`src/rtl/vpu_seq_if.sv`:
```
`default_nettype none
// ============================================================================
// Module   : vpu_seq_if
// Brief    : Command request / response handshake bundle for the VPU sequencer.
// Revision : 1.0  initial release
// ============================================================================
interface vpu_seq_if #(
    parameter int RF_AW = 5
);
    logic              req_valid;
    logic              req_ready;
    logic [4:0]        req_op;
    logic              req_if;
    logic [2:0]        req_vlen;
    logic [RF_AW-1:0]  req_vs1;
    logic [RF_AW-1:0]  req_vs2;
    logic [RF_AW-1:0]  req_vd;
    logic              req_masken;
    logic [31:0]       req_mask;
    logic [31:0]       req_scalar;
    logic              resp_valid;
    logic              resp_ready;
    logic              resp_err;
    logic [31:0]       resp_data;

    modport master (
        output req_valid, req_op, req_if, req_vlen, req_vs1, req_vs2, req_vd,
               req_masken, req_mask, req_scalar, resp_ready,
        input  req_ready, resp_valid, resp_err, resp_data
    );

    modport slave (
        input  req_valid, req_op, req_if, req_vlen, req_vs1, req_vs2, req_vd,
               req_masken, req_mask, req_scalar, resp_ready,
        output req_ready, resp_valid, resp_err, resp_data
    );
endinterface
`default_nettype wire

```
`src/rtl/vpu_seq.sv`:
```
`default_nettype none
// ============================================================================
// Module   : vpu_seq
// Brief    : Multi-beat sequencer streaming register-file operands through the VPU.
// Revision : 1.0  initial release
// ============================================================================
module vpu_seq #(
    parameter int RF_AW     = 5,
    parameter int MAX_BEATS = 4
) (
    input  wire logic              clk,
    input  wire logic              rst,
    vpu_seq_if.slave               bus,
    output logic [RF_AW-1:0]       rf_raddr1,
    output logic [RF_AW-1:0]       rf_raddr2,
    input  wire logic [127:0]      rf_rdata1,
    input  wire logic [127:0]      rf_rdata2,
    output logic                   rf_we,
    output logic [RF_AW-1:0]       rf_waddr,
    output logic [127:0]           rf_wdata,
    output logic                   vpu_vec_en,
    output logic                   vpu_ifsel,
    output logic [16:0]            vpu_sel,
    output logic [127:0]           vpu_vs1,
    output logic [127:0]           vpu_vs2,
    output logic [31:0]            vpu_fs,
    output logic [31:0]            vpu_rs,
    output logic [31:0]            vpu_mask,
    input  wire logic [127:0]      vpu_vd,
    input  wire logic [31:0]       vpu_rd
);

    typedef enum logic [1:0] {
        S_IDLE = 2'd0,
        S_RUN  = 2'd1,
        S_RESP = 2'd2
    } state_t;

    localparam logic [4:0] c_OP_LAST = 5'd16;
    localparam logic [4:0] c_OP_CGE  = 5'd13;

    state_t            r_state;
    logic [2:0]        r_rd_cnt;
    logic [1:0]        r_ex_cnt;
    logic [31:0]       r_acc;
    logic [4:0]        r_op;
    logic              r_if;
    logic [2:0]        r_vlen;
    logic [RF_AW-1:0]  r_vs1;
    logic [RF_AW-1:0]  r_vs2;
    logic [RF_AW-1:0]  r_vd;
    logic              r_masken;
    logic [31:0]       r_mask;
    logic [31:0]       r_scalar;
    logic              r_err;

    logic w_illegal;
    logic w_run;
    logic w_rd;
    logic w_exec;
    logic w_cmp;
    logic w_last;
    logic w_unused_rd;

    assign w_illegal = (bus.req_op > c_OP_LAST) || (bus.req_vlen == 3'd0) ||
                       (bus.req_vlen > 3'(MAX_BEATS));
    assign w_run     = (r_state == S_RUN);
    assign w_rd      = w_run && (r_rd_cnt < r_vlen);
    // rd_cnt only stays at zero during the read-only first RUN cycle
    assign w_exec    = w_run && (r_rd_cnt != 3'd0);
    assign w_cmp     = (r_op >= c_OP_CGE) && (r_op <= c_OP_LAST);
    assign w_last    = ({1'b0, r_ex_cnt} == (r_vlen - 3'd1));
    assign w_unused_rd = ^vpu_rd[31:8];

    always_ff @(posedge clk) begin
        if (rst) begin
            r_state  <= S_IDLE;
            r_rd_cnt <= 3'd0;
            r_ex_cnt <= 2'd0;
            r_acc    <= 32'd0;
            r_op     <= 5'd0;
            r_if     <= 1'b0;
            r_vlen   <= 3'd0;
            r_vs1    <= '0;
            r_vs2    <= '0;
            r_vd     <= '0;
            r_masken <= 1'b0;
            r_mask   <= 32'd0;
            r_scalar <= 32'd0;
            r_err    <= 1'b0;
        end else begin
            case (r_state)
                S_IDLE: begin
                    if (bus.req_valid) begin
                        r_op     <= bus.req_op;
                        r_if     <= bus.req_if;
                        r_vlen   <= bus.req_vlen;
                        r_vs1    <= bus.req_vs1;
                        r_vs2    <= bus.req_vs2;
                        r_vd     <= bus.req_vd;
                        r_masken <= bus.req_masken;
                        r_mask   <= bus.req_mask;
                        r_scalar <= bus.req_scalar;
                        r_rd_cnt <= 3'd0;
                        r_ex_cnt <= 2'd0;
                        r_acc    <= 32'd0;
                        r_err    <= w_illegal;
                        r_state  <= w_illegal ? S_RESP : S_RUN;
                    end
                end
                S_RUN: begin
                    if (w_rd) begin
                        r_rd_cnt <= r_rd_cnt + 3'd1;
                    end
                    if (w_exec) begin
                        if (w_cmp) begin
                            r_acc[8*r_ex_cnt +: 8] <= vpu_rd[7:0];
                        end
                        r_ex_cnt <= r_ex_cnt + 2'd1;
                        if (w_last) begin
                            r_state <= S_RESP;
                        end
                    end
                end
                S_RESP: begin
                    if (bus.resp_ready) begin
                        r_state <= S_IDLE;
                    end
                end
                default: r_state <= S_IDLE;
            endcase
        end
    end

    always_comb begin
        bus.req_ready  = (r_state == S_IDLE);
        bus.resp_valid = (r_state == S_RESP);
        bus.resp_err   = (r_state == S_RESP) && r_err;
        bus.resp_data  = ((r_state == S_RESP) && w_cmp) ? r_acc : 32'd0;

        rf_raddr1 = w_rd ? (r_vs1 + RF_AW'(r_rd_cnt)) : '0;
        rf_raddr2 = w_rd ? (r_vs2 + RF_AW'(r_rd_cnt)) : '0;
        rf_we     = w_exec && !w_cmp;
        rf_waddr  = rf_we ? (r_vd + RF_AW'(r_ex_cnt)) : '0;
        rf_wdata  = rf_we ? vpu_vd : 128'd0;

        vpu_vec_en = w_run;
        vpu_ifsel  = w_run && r_if;
        vpu_sel    = w_run ? (17'd1 << r_op) : 17'd0;
        vpu_vs1    = w_run ? rf_rdata1 : 128'd0;
        vpu_vs2    = w_run ? rf_rdata2 : 128'd0;
        vpu_fs     = w_run ? r_scalar : 32'd0;
        vpu_rs     = w_run ? r_scalar : 32'd0;
        vpu_mask   = 32'd0;
        if (w_run) begin
            vpu_mask = r_masken ? {24'h0, r_mask[8*r_ex_cnt +: 8]} : 32'h0000_00FF;
        end
    end

endmodule
`default_nettype wire

```
`src/flat_wrapper.sv`:
```
// flat-port wrapper written by rule: the top's interface ports become plain ports
module vpu_seq_flat 
#(
    parameter int RF_AW     = 5,
    parameter int MAX_BEATS = 4
)
  (clk, rst, rf_raddr1, rf_raddr2, rf_rdata1, rf_rdata2, rf_we, rf_waddr, rf_wdata, vpu_vec_en, vpu_ifsel, vpu_sel, vpu_vs1, vpu_vs2, vpu_fs, vpu_rs, vpu_mask, vpu_vd, vpu_rd, bus_req_valid, bus_req_op, bus_req_if, bus_req_vlen, bus_req_vs1, bus_req_vs2, bus_req_vd, bus_req_masken, bus_req_mask, bus_req_scalar, bus_resp_ready, bus_req_ready, bus_resp_valid, bus_resp_err, bus_resp_data);
  vpu_seq_if #(.RF_AW(RF_AW)) bus_i ();
  input  wire logic clk;
  input  wire logic rst;
  output logic [RF_AW-1:0] rf_raddr1;
  output logic [RF_AW-1:0] rf_raddr2;
  input  wire logic [127:0] rf_rdata1;
  input  wire logic [127:0] rf_rdata2;
  output logic rf_we;
  output logic [RF_AW-1:0] rf_waddr;
  output logic [127:0] rf_wdata;
  output logic vpu_vec_en;
  output logic vpu_ifsel;
  output logic [16:0] vpu_sel;
  output logic [127:0] vpu_vs1;
  output logic [127:0] vpu_vs2;
  output logic [31:0] vpu_fs;
  output logic [31:0] vpu_rs;
  output logic [31:0] vpu_mask;
  input  wire logic [127:0] vpu_vd;
  input  wire logic [31:0] vpu_rd;
  input wire logic [$bits(bus_i.req_valid)-1:0] bus_req_valid;
  input wire logic [$bits(bus_i.req_op)-1:0] bus_req_op;
  input wire logic [$bits(bus_i.req_if)-1:0] bus_req_if;
  input wire logic [$bits(bus_i.req_vlen)-1:0] bus_req_vlen;
  input wire logic [$bits(bus_i.req_vs1)-1:0] bus_req_vs1;
  input wire logic [$bits(bus_i.req_vs2)-1:0] bus_req_vs2;
  input wire logic [$bits(bus_i.req_vd)-1:0] bus_req_vd;
  input wire logic [$bits(bus_i.req_masken)-1:0] bus_req_masken;
  input wire logic [$bits(bus_i.req_mask)-1:0] bus_req_mask;
  input wire logic [$bits(bus_i.req_scalar)-1:0] bus_req_scalar;
  input wire logic [$bits(bus_i.resp_ready)-1:0] bus_resp_ready;
  output wire logic [$bits(bus_i.req_ready)-1:0] bus_req_ready;
  output wire logic [$bits(bus_i.resp_valid)-1:0] bus_resp_valid;
  output wire logic [$bits(bus_i.resp_err)-1:0] bus_resp_err;
  output wire logic [$bits(bus_i.resp_data)-1:0] bus_resp_data;
  assign bus_i.req_valid = bus_req_valid;
  assign bus_i.req_op = bus_req_op;
  assign bus_i.req_if = bus_req_if;
  assign bus_i.req_vlen = bus_req_vlen;
  assign bus_i.req_vs1 = bus_req_vs1;
  assign bus_i.req_vs2 = bus_req_vs2;
  assign bus_i.req_vd = bus_req_vd;
  assign bus_i.req_masken = bus_req_masken;
  assign bus_i.req_mask = bus_req_mask;
  assign bus_i.req_scalar = bus_req_scalar;
  assign bus_i.resp_ready = bus_resp_ready;
  assign bus_req_ready = bus_i.req_ready;
  assign bus_resp_valid = bus_i.resp_valid;
  assign bus_resp_err = bus_i.resp_err;
  assign bus_resp_data = bus_i.resp_data;
  vpu_seq #(.RF_AW(RF_AW), .MAX_BEATS(MAX_BEATS)) u_core (.clk(clk), .rst(rst), .bus(bus_i), .rf_raddr1(rf_raddr1), .rf_raddr2(rf_raddr2), .rf_rdata1(rf_rdata1), .rf_rdata2(rf_rdata2), .rf_we(rf_we), .rf_waddr(rf_waddr), .rf_wdata(rf_wdata), .vpu_vec_en(vpu_vec_en), .vpu_ifsel(vpu_ifsel), .vpu_sel(vpu_sel), .vpu_vs1(vpu_vs1), .vpu_vs2(vpu_vs2), .vpu_fs(vpu_fs), .vpu_rs(vpu_rs), .vpu_mask(vpu_mask), .vpu_vd(vpu_vd), .vpu_rd(vpu_rd));
endmodule
```
`config.mk`:
```
export PLATFORM = sky130hd
export DESIGN_NAME = vpu_seq_flat
export DESIGN_NICKNAME = d
export VERILOG_FILES = /design/src/rtl/vpu_seq_if.sv /design/src/rtl/vpu_seq.sv /design/src/flat_wrapper.sv
export SDC_FILE = /design/constraint.sdc
export NUM_CORES = 1
export LEC_CHECK = 0
export CORE_AREA = 5 5 404 406
export CTS_CLUSTER_DIAMETER = 40
export DETAILED_ROUTE_END_ITERATION = 10
export DIE_AREA = 0 0 409 411
export DONT_BUFFER_PORTS = 1
export GPL_TIMING_DRIVEN = 0
export PLACE_DENSITY = 0.3
export SETUP_SLACK_MARGIN = 0.4
export SYNTH_ARGS = -nofsm -noshare
export SYNTH_HDL_FRONTEND = slang
export SYNTH_SLANG_ARGS = --single-unit
```
`constraint.sdc`:
```
create_clock -name clk -period 3.6 [get_ports clk]
set_input_delay 0.72 -clock clk [delete_from_list [all_inputs] [get_ports clk]]
set_output_delay 0.72 -clock clk [all_outputs]
set_load 0.02 [all_outputs]
```
==> results.md <==
- Critical Path Source Type: register
- Main area contributors after synthesis: and2_1 (29%), dfxtp_1 (28%), nand2_1 (7.7%)
- Clock slew at reported path FFs: 80 ps
- Ratio of cells with drive above 1 in the final layout: 0.3630
- Total congestion overflow: 0
- H-tree depth: 4
- Area growth from synthesis to layout: 52.26%
- First drt pass iteration count: 5
- Worst Path Required: 2880 ps
- Num CTS Buffers: 17
- Die Height: 411 µm
- Vias in the first global route: 9179
- Setup ws final: 240.1 ps
- GP Congestion: 0.9183
- Synthesized cell area: 9062 µm²
- EDFF count, synth: 0
- Detail Placement HPWL: 107800 µm
- Core ar.: 159500 µm²
- Rows: 147
- Slew @ Worst Pin: 1229 ps
- Worst hold slack: 325.4 ps
- Cells after Synth: 1216
- Clock latency on the worst-skew pair: 510 ps
- CP max stage cell: nor2_1
- Worst hold path class: input port to register
- Combinational Power Share: 0.220
- DRC Markers: 0
- Power Density: 347.5 nW/µm²
- First-pass GRT wire length: 137300 µm
- CP max FO: 5
- Sw Share: 0.3706
- Tcrit/Tclk final: 0.9333
- Crit path largest cell delay: 800 ps
- Root Driver: clkbuf_16
- Maximum VDD drop: 0.2962 mV
- Global routing usage on met2: 0.2322
- Routed Antenna Nets: 0
- Syn_area_per_cell: 7.453 µm²
- # IOs: 1059
- Internal Power: 0.003018 W
- Die width: 409 µm
- Initial antenna violation count: 144
- Clock power share: 0.454
- Vias: 9667
- Slew HR: 0.1809
- Die area: 168100 µm²
- Critical path cell sequence: nand3b_1 -> o22ai_4 -> buf_12 -> or2b_4 -> nor2_1
- GRT Max-Usage Layer: met2
- Via/cell ratio: 2.809
- Max Cap Violations: 0
- Ys Warns: 0
- Largest net degree at the start of global routing: 17
- # setup viols final: 0
- Fmax achieved: 297.6 MHz
- Seq/Total Area, Yosys: 0.2850
- CP endpoint kind: output pin
- Synth Area in Simple Gates: 0.4379
- Most frequent cell after synthesis: and2_1
- Post-Synth XOR/XNOR Area: 0.01256
- Net Switching: 0.001777 W
- Final net count: 1809
- CTS Buffer Depth: 2
- CTS tree: done
- Pins over their slew limit: 0
- DR iter-0 viols: 575
- Post-synthesis cell type count: 40
- Share of power burned in registers: 0.327
- Worst Path Arrival: 2640 ps
- PortBufs: 0
- Wire per inst: 34.29 µm
- Compound-Gate Fraction of Synth Area: 0.1091
- Type of the worst setup path: register to output pin
- Clock Skew: 21.38 ps
- Ys async rst share: 0
- Synth top cells by count: and2_1 (424), nand2_1 (186), dfxtp_1 (129)
- Min cycle time layout: 3360 ps
- Status: completed
- Primary FF master, synth: dfxtp_1
- Synth Area in Adders: 0.03010
- Largest family of logic cells by synthesized area: simple AND/OR/NAND/NOR gates
- Leading area contributor after synthesis: and2_1
- Initial Util: 0.05683
- Multiplexer area fraction after synthesis: 0.02319
- Synth Register Bits: 129
- Met3 Track Usage GR: 0.08719
- Static leakage: 4.900 nW
- Post-Place Setup Slack: -745.8 ps
- Met1 usage: 0.1330
- Gr usage total: 0.1334
- Layout Utilization: 0.08653
- Routed Wire Length: 118000 µm
- Clock tree sinks: 129
- Area fraction of the dominant cell type after synthesis: 0.2927
- Final Hold Fails: 0
- RSZ-0062 raised after global routing: yes
==> final cells by class <==
| class | instances | area (µm²) |
|---|---|---|
| Timing Repair Buffer | 22 | 239.0 |
| Fill cell | 18531 | 145700 |
| Antenna cell | 63 | 157.7 |
| Inverter | 18 | 87.58 |
| Tap cell | 2086 | 2610 |
| Clock buffer | 19 | 442.9 |
| Clock inverter | 12 | 205.2 |
| Buffer | 151 | 1075 |
| Multi-Input combinational cell | 941 | 6384 |
| Sequential cell | 129 | 2597 |
==> metal layers <==
layer,vias up,routed length [µm]
met4,46,2844
li1,4035,-
met2,787,57620
met1,4592,40390
met3,207,16850
met5,-,300
==> power by group through the flow <==
stage | combinational, W | clock [W] | sequential (W)
CTS | 0.00107 | 0.00232 | 0.00157
detailed placement | 0.00103 | 0 | 0.00160
global route | 0.00115 | 0.00234 | 0.00158
floorplan | 0.000611 | 0 | 0.00157
finish | 0.00105 | 0.00218 | 0.00157
global placement | 0.00102 | 0 | 0.00160
==> worst max-delay path, delay by kind of cell (launching register included) <==
kind,cells,cell delay (ps)
AOI/OAI and AO/OA,1,110
buffers and inverters,1,150
DFF,1,510
and+or+nand+nor,3,1330
==> sequential cells by signal, summed over array words and instances (netlist names) <==
name             flops
u_core.r_op          5
u_core.r_mask       32
u_core.r_acc        32
u_core.r_vd          5
u_core.r_if          1
u_core.r_scalar     32
u_core.r_ex_cnt      2
u_core.r_vs2         5
u_core.r_masken      1
u_core.r_vlen        3
u_core.r_rd_cnt      3
u_core.r_state       2
u_core.r_err         1
u_core.r_vs1         5
==> through the flow <==
| stage | std cells | instance area (µm²) | setup TNS [ps] | power, W |
|---|---|---|---|---|
| finish | 3441 | 13800 | 0 | 0.004796 |
| global route | 3397 | 13690 | 0 | 0.005069 |
| CTS | 3373 | 13290 | 0 | 0.004963 |
| detailed placement | 3326 | 11780 | -68200 | 0.002633 |
| global placement | 3325 | 11760 | -71190 | 0.002627 |
| floorplan | 1239 | 9149 | 0 | 0.002181 |
==> cell usage in the layout (no fill, tap or decap), drive strengths merged, types with 19 or more instances in the layout <==
| cell | Yosys | layout |
|---|---|---|
| buf | 71 | 92 |
| diode | 0 | 63 |
| and3 | 37 | 37 |
| a21oi | 108 | 108 |
| clkbuf | 80 | 99 |
| nor2 | 25 | 25 |
| nand2 | 186 | 186 |
| dfxtp | 129 | 129 |
| conb | 1 | 24 |
| and2 | 424 | 424 |
| a22o | 32 | 32 |
| inv | 18 | 19 |
==> path summary, 6_finish.rpt <==
check | endpoint | from | slack (ps) | cells past startpoint
worst min-delay path | u_core.r_op[2] | bus_req_op[2] | 330 | 2
worst max register to register | u_core.r_scalar[30] | u_core.r_state[0] | 810 | 7
worst max-delay path | rf_waddr[3] | u_core.r_op[4] | 240 | 5
worst min register to register | u_core.r_scalar[7] | u_core.r_scalar[7] | 450 | 2
==> what timing repair did <==
action / CTS / global route
buffers inserted: 11 / 5
hold buffers: 0 / 0
resized for setup: 424 / 157
pin swaps: 83 / 26
endpoints found under the setup margin: 616 / 367
gates cloned: 5 / 0
==> kinds of logic (layout without fill, tap and decap cells) <==
family                     after synthesis  in the layout
and+or+nand+nor                        718            718
DFF                                    129            129
adders and majority gates               20             20
other                                    1             87
AOI/OAI and AO/OA                      155            155
muxes                                   11             11
xor gates and xnor gates                13             13
buffers and inverters                  169            222
Power figures use the tool's default switching activity.
